==> config.mk <==
export PLATFORM = sky130hd
export DESIGN_NAME = i2s_tx_flat
export DESIGN_NICKNAME = d
export VERILOG_FILES = /design/src/rtl/i2s_tx_if.sv /design/src/rtl/i2s_tx.sv /design/src/flat_wrapper.sv
export SDC_FILE = /design/constraint.sdc
export NUM_CORES = 1
export LEC_CHECK = 0
export ABC_CLOCK_PERIOD_IN_PS = 2830
export CAP_MARGIN = 30
export CORE_ASPECT_RATIO = 1.75
export CORE_MARGIN = 3
export CORE_UTILIZATION = 30
export DETAILED_ROUTE_END_ITERATION = 8
export DONT_BUFFER_PORTS = 1
export PLACE_DENSITY_LB_ADDON = 0.3
export RECOVER_POWER = 25
export SETUP_SLACK_MARGIN = 0.05
export SLEW_MARGIN = 20
export SYNTH_ARGS = -nofsm -noshare
export SYNTH_HDL_FRONTEND = slang
export SYNTH_SLANG_ARGS = --single-unit
==> constraint.sdc <==
create_clock -name clk -period 2.83 [get_ports clk]
set_input_delay 0.849 -clock clk [delete_from_list [all_inputs] [get_ports clk]]
set_output_delay 0.849 -clock clk [all_outputs]
set_load 0.005 [all_outputs]
==> src/rtl/i2s_tx_if.sv <==
// Stream handshake bundle: data moves on a clk edge where valid and ready are both 1.
interface Axis_If #(
    parameter int DWIDTH = 24
) ();
    logic [DWIDTH-1:0] data;
    logic              valid;
    logic              ready;

    modport Master (output data, output valid, input ready);
    modport Slave  (input data, input valid, output ready);
endinterface

==> src/rtl/i2s_tx.sv <==
// I2S transmitter: mono 24-bit samples sent MSB first in both 32-bit slots of a 64-bclk frame.
// bclk/lrclk/sdata are all registered; data changes on bclk falls and is stable on rises.
module i2s_tx #(
    parameter int CLK_DIV = 4
) (
    input  logic  clk,
    input  logic  reset,
    Axis_If.Slave sample_in,
    output logic  bclk,
    output logic  lrclk,
    output logic  sdata,
    output logic  underrun
);

    localparam logic [7:0] DIV_LAST = 8'(CLK_DIV - 1);

    logic [7:0]  div_cnt;
    logic        div_wrap;
    logic        fall_evt;
    logic [5:0]  bit_cnt;
    logic [5:0]  bit_nxt;
    logic [4:0]  slot_nxt;
    logic        frame_load;
    logic        sdata_nxt;
    logic [23:0] frame_reg;
    logic [23:0] hold_reg;
    logic        full;
    logic        take;

    assign div_wrap   = (div_cnt == DIV_LAST);
    assign fall_evt   = div_wrap && bclk;
    assign bit_nxt    = bit_cnt + 6'd1;
    assign slot_nxt   = bit_nxt[4:0];
    assign frame_load = fall_evt && (bit_cnt == 6'd63);

    // ready depends only on the flag, so valid is never looked at while full.
    assign sample_in.ready = !full;
    assign take            = sample_in.valid && !full;

    always_ff @(posedge clk or negedge reset) begin
        if (!reset) begin
            div_cnt <= 8'd0;
            bclk    <= 1'b0;
        end else if (div_wrap) begin
            div_cnt <= 8'd0;
            bclk    <= !bclk;
        end else begin
            div_cnt <= div_cnt + 8'd1;
        end
    end

    // Slot 0 and 25..31 are padding; slots 1..24 carry the sample MSB first.
    always_comb begin
        sdata_nxt = 1'b0;
        if (slot_nxt >= 5'd1 && slot_nxt <= 5'd24) begin
            sdata_nxt = frame_reg[5'd24 - slot_nxt];
        end
    end

    always_ff @(posedge clk or negedge reset) begin
        if (!reset) begin
            bit_cnt <= 6'd0;
            lrclk   <= 1'b0;
            sdata   <= 1'b0;
        end else if (fall_evt) begin
            bit_cnt <= bit_nxt;
            lrclk   <= bit_nxt[5];
            sdata   <= sdata_nxt;
        end
    end

    // Frame load sees the pre-edge flag, so a sample arriving on the load edge waits a frame.
    always_ff @(posedge clk or negedge reset) begin
        if (!reset) begin
            frame_reg <= 24'd0;
            hold_reg  <= 24'd0;
            full      <= 1'b0;
            underrun  <= 1'b0;
        end else begin
            underrun <= frame_load && !full;
            if (frame_load) begin
                if (full) begin
                    frame_reg <= hold_reg;
                    full      <= 1'b0;
                end else begin
                    frame_reg <= 24'd0;
                end
            end
            if (take) begin
                hold_reg <= sample_in.data;
                full     <= 1'b1;
            end
        end
    end

endmodule

==> src/flat_wrapper.sv <==
// flat-port wrapper written by rule: the top's interface ports become plain ports
module i2s_tx_flat 
#(
    parameter int CLK_DIV = 4
)
  (clk, reset, bclk, lrclk, sdata, underrun, sample_in_data, sample_in_valid, sample_in_ready);
  Axis_If #(.DWIDTH(24)) sample_in_i ();
  input  logic clk;
  input  logic reset;
  output logic bclk;
  output logic lrclk;
  output logic sdata;
  output logic underrun;
  input wire logic [$bits(sample_in_i.data)-1:0] sample_in_data;
  input wire logic [$bits(sample_in_i.valid)-1:0] sample_in_valid;
  output wire logic [$bits(sample_in_i.ready)-1:0] sample_in_ready;
  assign sample_in_i.data = sample_in_data;
  assign sample_in_i.valid = sample_in_valid;
  assign sample_in_ready = sample_in_i.ready;
  i2s_tx #(.CLK_DIV(CLK_DIV)) u_core (.clk(clk), .reset(reset), .sample_in(sample_in_i), .bclk(bclk), .lrclk(lrclk), .sdata(sdata), .underrun(underrun));
endmodule
Word level (Yosys, flattened, before mapping)
Index checks and enable logic that the tools add are counted.
{"block": "totals", "reg_bits": 67, "latchBits": 0, "ram_bits": 0, "romBits": 0, "in_bits": 27, "output_inout_bits": 5, "word_cells": 32, "n_memories": 0}
{"block": "op_classes", "addsub": 3, "multipliers": 0, "n_div": 0, "order_cmp": 3, "eq_ne": 2, "shift": 0, "mux": 7, "n_bitwise": 0, "n_reduce_logical": 8}
{"operator": "2-to-1 mux 24 bit", "n": 1}
{"operator": "adder 8 x 1 -> 8 bit, second input constant", "n": 1}
{"operator": "equality test 8 x 2 -> 1 bit, second input constant", "n": 1}
{"operator": "2-to-1 mux 8 bit", "n": 1}
{"operator": "adder 6 x 1 -> 6 bit, second input constant", "n": 1}
{"operator": "equality test 6 bit, second input constant", "n": 1}
{"operator": "< comparator 5 x 6 -> 1 bit, second input constant", "n": 1}
{"operator": "binary-select mux 1 bit (select 5 bit)", "n": 1}
{"operator": ">= comparator 5 x 1 -> 1 bit, second input constant", "n": 1}
{"operator": "<= comparator 5 bit, second input constant", "n": 1}
{"operator": "logical AND 1 bit", "n": 5}
{"operator": "subtractor 5 bit, first input constant", "n": 1}
{"operator": "2-to-1 mux 1 bit", "n": 4}
{"operator": "logical NOT 1 bit", "n": 2}
{"operator": "nonzero test 2 bit", "n": 1}

Logic depth before layout (Yosys ltp)
{"block": "depth", "word_depth": 5, "ltp_mapped": 10, "ltp_nobuf": 8}

Worst setup path before layout
Ideal clock, no wire load.
{"block": "synth_path", "path_type": "reg-to-reg", "start": "reg u_core.bit_cnt[0]", "end": "reg u_core.sdata", "setup_time_ns": 0.126, "t_arrival_ns": 2.418, "t_required_ns": 2.704, "path_slack_ns": 0.286, "path_stages_with_launch": 11, "n_path_buf": 2, "synth_period_minus_slack_ns": 2.544, "path_cell_list": "dfrtp_1 buf_2 inv_1 ha_1 buf_2 nor3_1 or2_0 o311ai_2 mux2i_1 mux2i_1 a221o_1"}
{"block": "synth_via", "elab_chain_cells": 5, "word_cells_on_any_way": 8, "classes_between": "2 x add/sub; 2 x order compare; 3 x mux; 1 x reduce/logical"}
{"item": "from (decl)", "line": "i2s_tx.sv:20", "text": "logic [5:0] bit_cnt;"}
{"item": "from (signal assigned)", "line": "i2s_tx.sv:66", "text": "bit_cnt <= bit_nxt;"}
{"item": "adder 6 x 1 -> 6 bit *", "line": "i2s_tx.sv:32", "text": "assign bit_nxt = bit_cnt + 6'd1;"}
{"item": "named net u_core.bit_nxt[0]", "line": "i2s_tx.sv:21", "text": "logic [5:0] bit_nxt;"}
{"item": "subtractor 5 bit", "line": "i2s_tx.sv:56", "text": "sdata_nxt = frame_reg[5'd24 - slot_nxt];"}
{"item": "binary-select mux 1 bit (select 5 bit)", "line": "i2s_tx.sv:56"}
{"item": "2-to-1 mux 1 bit (not written as such)", "line": "i2s_tx.sv:56"}
{"item": "2-to-1 mux 1 bit *", "line": "i2s_tx.sv:55", "text": "if (slot_nxt >= 5'd1 && slot_nxt <= 5'd24) begin"}
{"item": "to (signal assigned)", "line": "i2s_tx.sv:68", "text": "sdata <= sdata_nxt;"}
{"item": "to (decl)", "line": "i2s_tx.sv:11", "text": "output logic sdata,"}
The timed path passes the listed nets; every way through them passes the cells marked *. The select of a mux whose other input is x is not followed.
A chain may end at the register's enable or synchronous reset.

Worst setup path after layout
Ends and elaborated chain as after synthesis.

==> results by group <==
Critical path
  – CP Class: reg2reg
  – Critical Path Fanout Max: 6
  – Worst EP arrival: ~2.6 ns
  – FF-to-FF path depth: 8
  – Delay of the slowest cell on the worst path: ~0.45 ns
  – Crit path required time: ~3.0 ns
  – Most used cell, CP: mux2i_1
  – Critical path endpoint category: flop
  – Startpoint Class: flop
  – Critical path's slowest cell: dfrtp_1
  – Crit-path cells: inv_1, ha_1, nand2b_1, and3_1, o311ai_2, mux2i_1, mux2i_1, a221o_1

Final layout
  – Share of layout cells above drive strength 1: 0.237
  – Commonest non-fill, non-tap cell in the layout: dfrtp_1
  – Seq. cell area: 1650 um2
  – Post-layout util: 0.349
  – Ant diodes: 0
  – Final Net Count: approximately 290
  – Area grow syn2layout: 12.0%
  – Most frequent cells in the layout: 66 x dfrtp_1, 28 x inv_1, 27 x nand3_1, 24 x mux2_2, 22 x o21ai_0
  – Number of fill cells: approximately 1.1k
  – Area of the multi-input gates: 1230 um2

Clock network
  – Num CTS Buffers: 9
  – Sinks on the clock net: 66
  – Postcts setup bufs: 0
  – Clk_lat worst skew: roughly 0.32 ns
  – Max clock buf depth: 2
  – Root Buffer Master: clkbuf_16
  – Post-CTS resize count: 0
  – Clock-pin slew on the worst setup and hold paths: around 0.050 ns
  – H-tree depth: 3
  – Cts hold-fix bufs: 0
  – CTS tree: built

Timing
  – Max-slew violation count: 0
  – Endpoints failing setup: 0
  – Period Utilization, post-route: 0.857
  – Worst slew pin tran: between 0.5 and 0.6 ns
  – Tmin final: 2.42 ns
  – Clock Skew: roughly 0.0054 ns
  – Hold Slack: ~0.22 ns
  – Setup TNS: 0 ns
  – Final hold violations: 0
  – Fmax: just over 0.4 GHz
  – Slew margin rel.: 0.655
  – RSZ-0062 raised after global routing: false

GRT
  – First-pass GRT wire length: roughly 10000 um
  – Vias in the first global route: between 1.5k and 2k
  – Largest net degree at the start of global routing: 67
  – GRT Total Usage: 0.106
  – Gr ovfl total: 0
  – Antenna violations before repair: 0

Route
  – DR iter-0 viols: 61
  – DRC violations left: 0
  – Wire per inst: 14.5 um
  – Routed WL: roughly 5700 um
  – Final ANT Viol Nets: 0
  – Vias per inst: between 4 and 5
  – DR pass1 iterations: 4
  – Via count: 1879

Placement
  – Routability cong.: 0.740
  – PortBufs: 0
  – Hpwl dp: ~3900 um

Synthesis
  – Cells after synthesis: approximately 270
  – Syn nets: about 300
  – Mapped cell area: approximately 3100 um2
  – Asr flop ratio synth: 1.00
  – Post-synth EDFFs: 0
  – Syn avg cell area: between 10 and 15 um2
  – Ys flop type: dfrtp_1
  – Cell variety after synth: 40
  – Post-synthesis sequential area ratio: 0.532
  – Synth warnings: 0
  – Synth Register Bits: 66

Floorplan
  – Core Area: 9970 um2
  – Initial core utilization: 0.311
  – Ports: 32
  – Die area: ~12000 um2
  – Die height: 141 um
  – Die Wd: ~83 um
  – Cell row count: 48

Power
  – Design Power: between 0.002 and 0.0025 W
  – Pleak: 1.51 nW
  – Pwr Density: about 610 nW/um2
  – Worst VDD drop: roughly 320 uV

Flow run
  – Max_cap viols: 0

Hold path
  – Hold crit path type: in2async

Status
  – Outcome: completed
==> metrics by stage <==
step | worst slack, ns | cell area, um2 | std cells
after floorplan | 0.286 | 3110 | 266
after global placement | 0.508 | 3170 | 376
after detailed placement | 0.400 | 3170 | 376
final | 0.406 | 3480 | 391
after CTS | 0.394 | 3480 | 391
after global routing | 0.221 | 3480 | 391
==> worst max-delay path, delay by kind of cell, from the launching register on <==
family | cells | cell delay (ns)
adders and majority gates | 1 | 0.38
and+or+nand+nor | 2 | 0.40
buffers and inverters | 1 | 0.11
AOI/OAI and AO/OA | 2 | 0.65
DFF | 1 | 0.45
muxes | 2 | 0.33
==> per-layer routing <==
layer,wire (um),GRT usage,vias up,share of wire
li1,-,-,900,-
met1,2420,0.123,942,0.43
met2,2960,0.175,27,0.52
met3,128,0.0251,10,0.023
met4,159,0.0672,0,0.028
met5,0,0,-,0
==> cell usage after synthesis (2+ instances only) <==
cell type,n,area share
and3_1,5,0.010
and4_1,2,0.0056
buf_1,2,0.0024
buf_2,3,0.0048
buf_4,3,0.0073
clkbuf_1,7,0.0085
dfrtp_1,66,0.53
ha_1,3,0.012
inv_1,28,0.034
mux2_2,24,0.087
mux2i_1,4,0.013
mux4_2,6,0.044
nand2_1,5,0.0060
nand3_1,27,0.044
nand3_2,5,0.016
nor2_1,7,0.0085
nor2b_1,5,0.010
nor3_1,3,0.0048
nor4_1,2,0.0040
o21ai_0,22,0.035
o21ai_2,5,0.014
xnor2_1,11,0.031
xor2_1,4,0.011
==> cell families (layout without fill, tap and decap cells) <==
kind of cell               Yosys count  count (layout)  share of synthesized area
AOI/OAI and AO/OA                   33              33                     0.0681
xor gates and xnor gates            15              15                     0.0423
adders and majority gates            3               3                     0.0121
buffers and inverters               47              47                     0.0733
DFF                                 66              66                      0.532
muxes                               34              34                      0.143
and+or+nand+nor                     68              68                      0.129
==> layout make-up <==
class / instances / area share
Clock inverter: 2 / 0.0101
Clock buffer: 13 / 0.0777
Timing Repair Buffer: 4 / 0.00864
Tap cell: 125 / 0.0450
Sequential cell: 66 / 0.475
Inverter: 28 / 0.0302
Multi-Input combinational cell: 153 / 0.353
==> path summary, 6_finish.rpt <==
kind                              startpoint             endpoint  slack, ns
max                        u_core.bit_cnt[0]         u_core.sdata       0.41
min                                    reset  u_core.hold_reg[19]       0.22
max reg2reg                u_core.bit_cnt[0]         u_core.sdata       0.41
min reg2reg                u_core.div_cnt[7]    u_core.div_cnt[7]       0.50
max in group asynchronous              reset    u_core.bit_cnt[4]       2.47
min in group clk           u_core.div_cnt[7]    u_core.div_cnt[7]       0.50
==> report_power, final <==
group,internal (W),switching (W)
clock network,0.000747,0.000368
logic,0.0000129,0.00000353
registers,0.000963,0.00000971
total,0.00172,0.000382
Note: power is estimated with default switching activity, not from simulation.
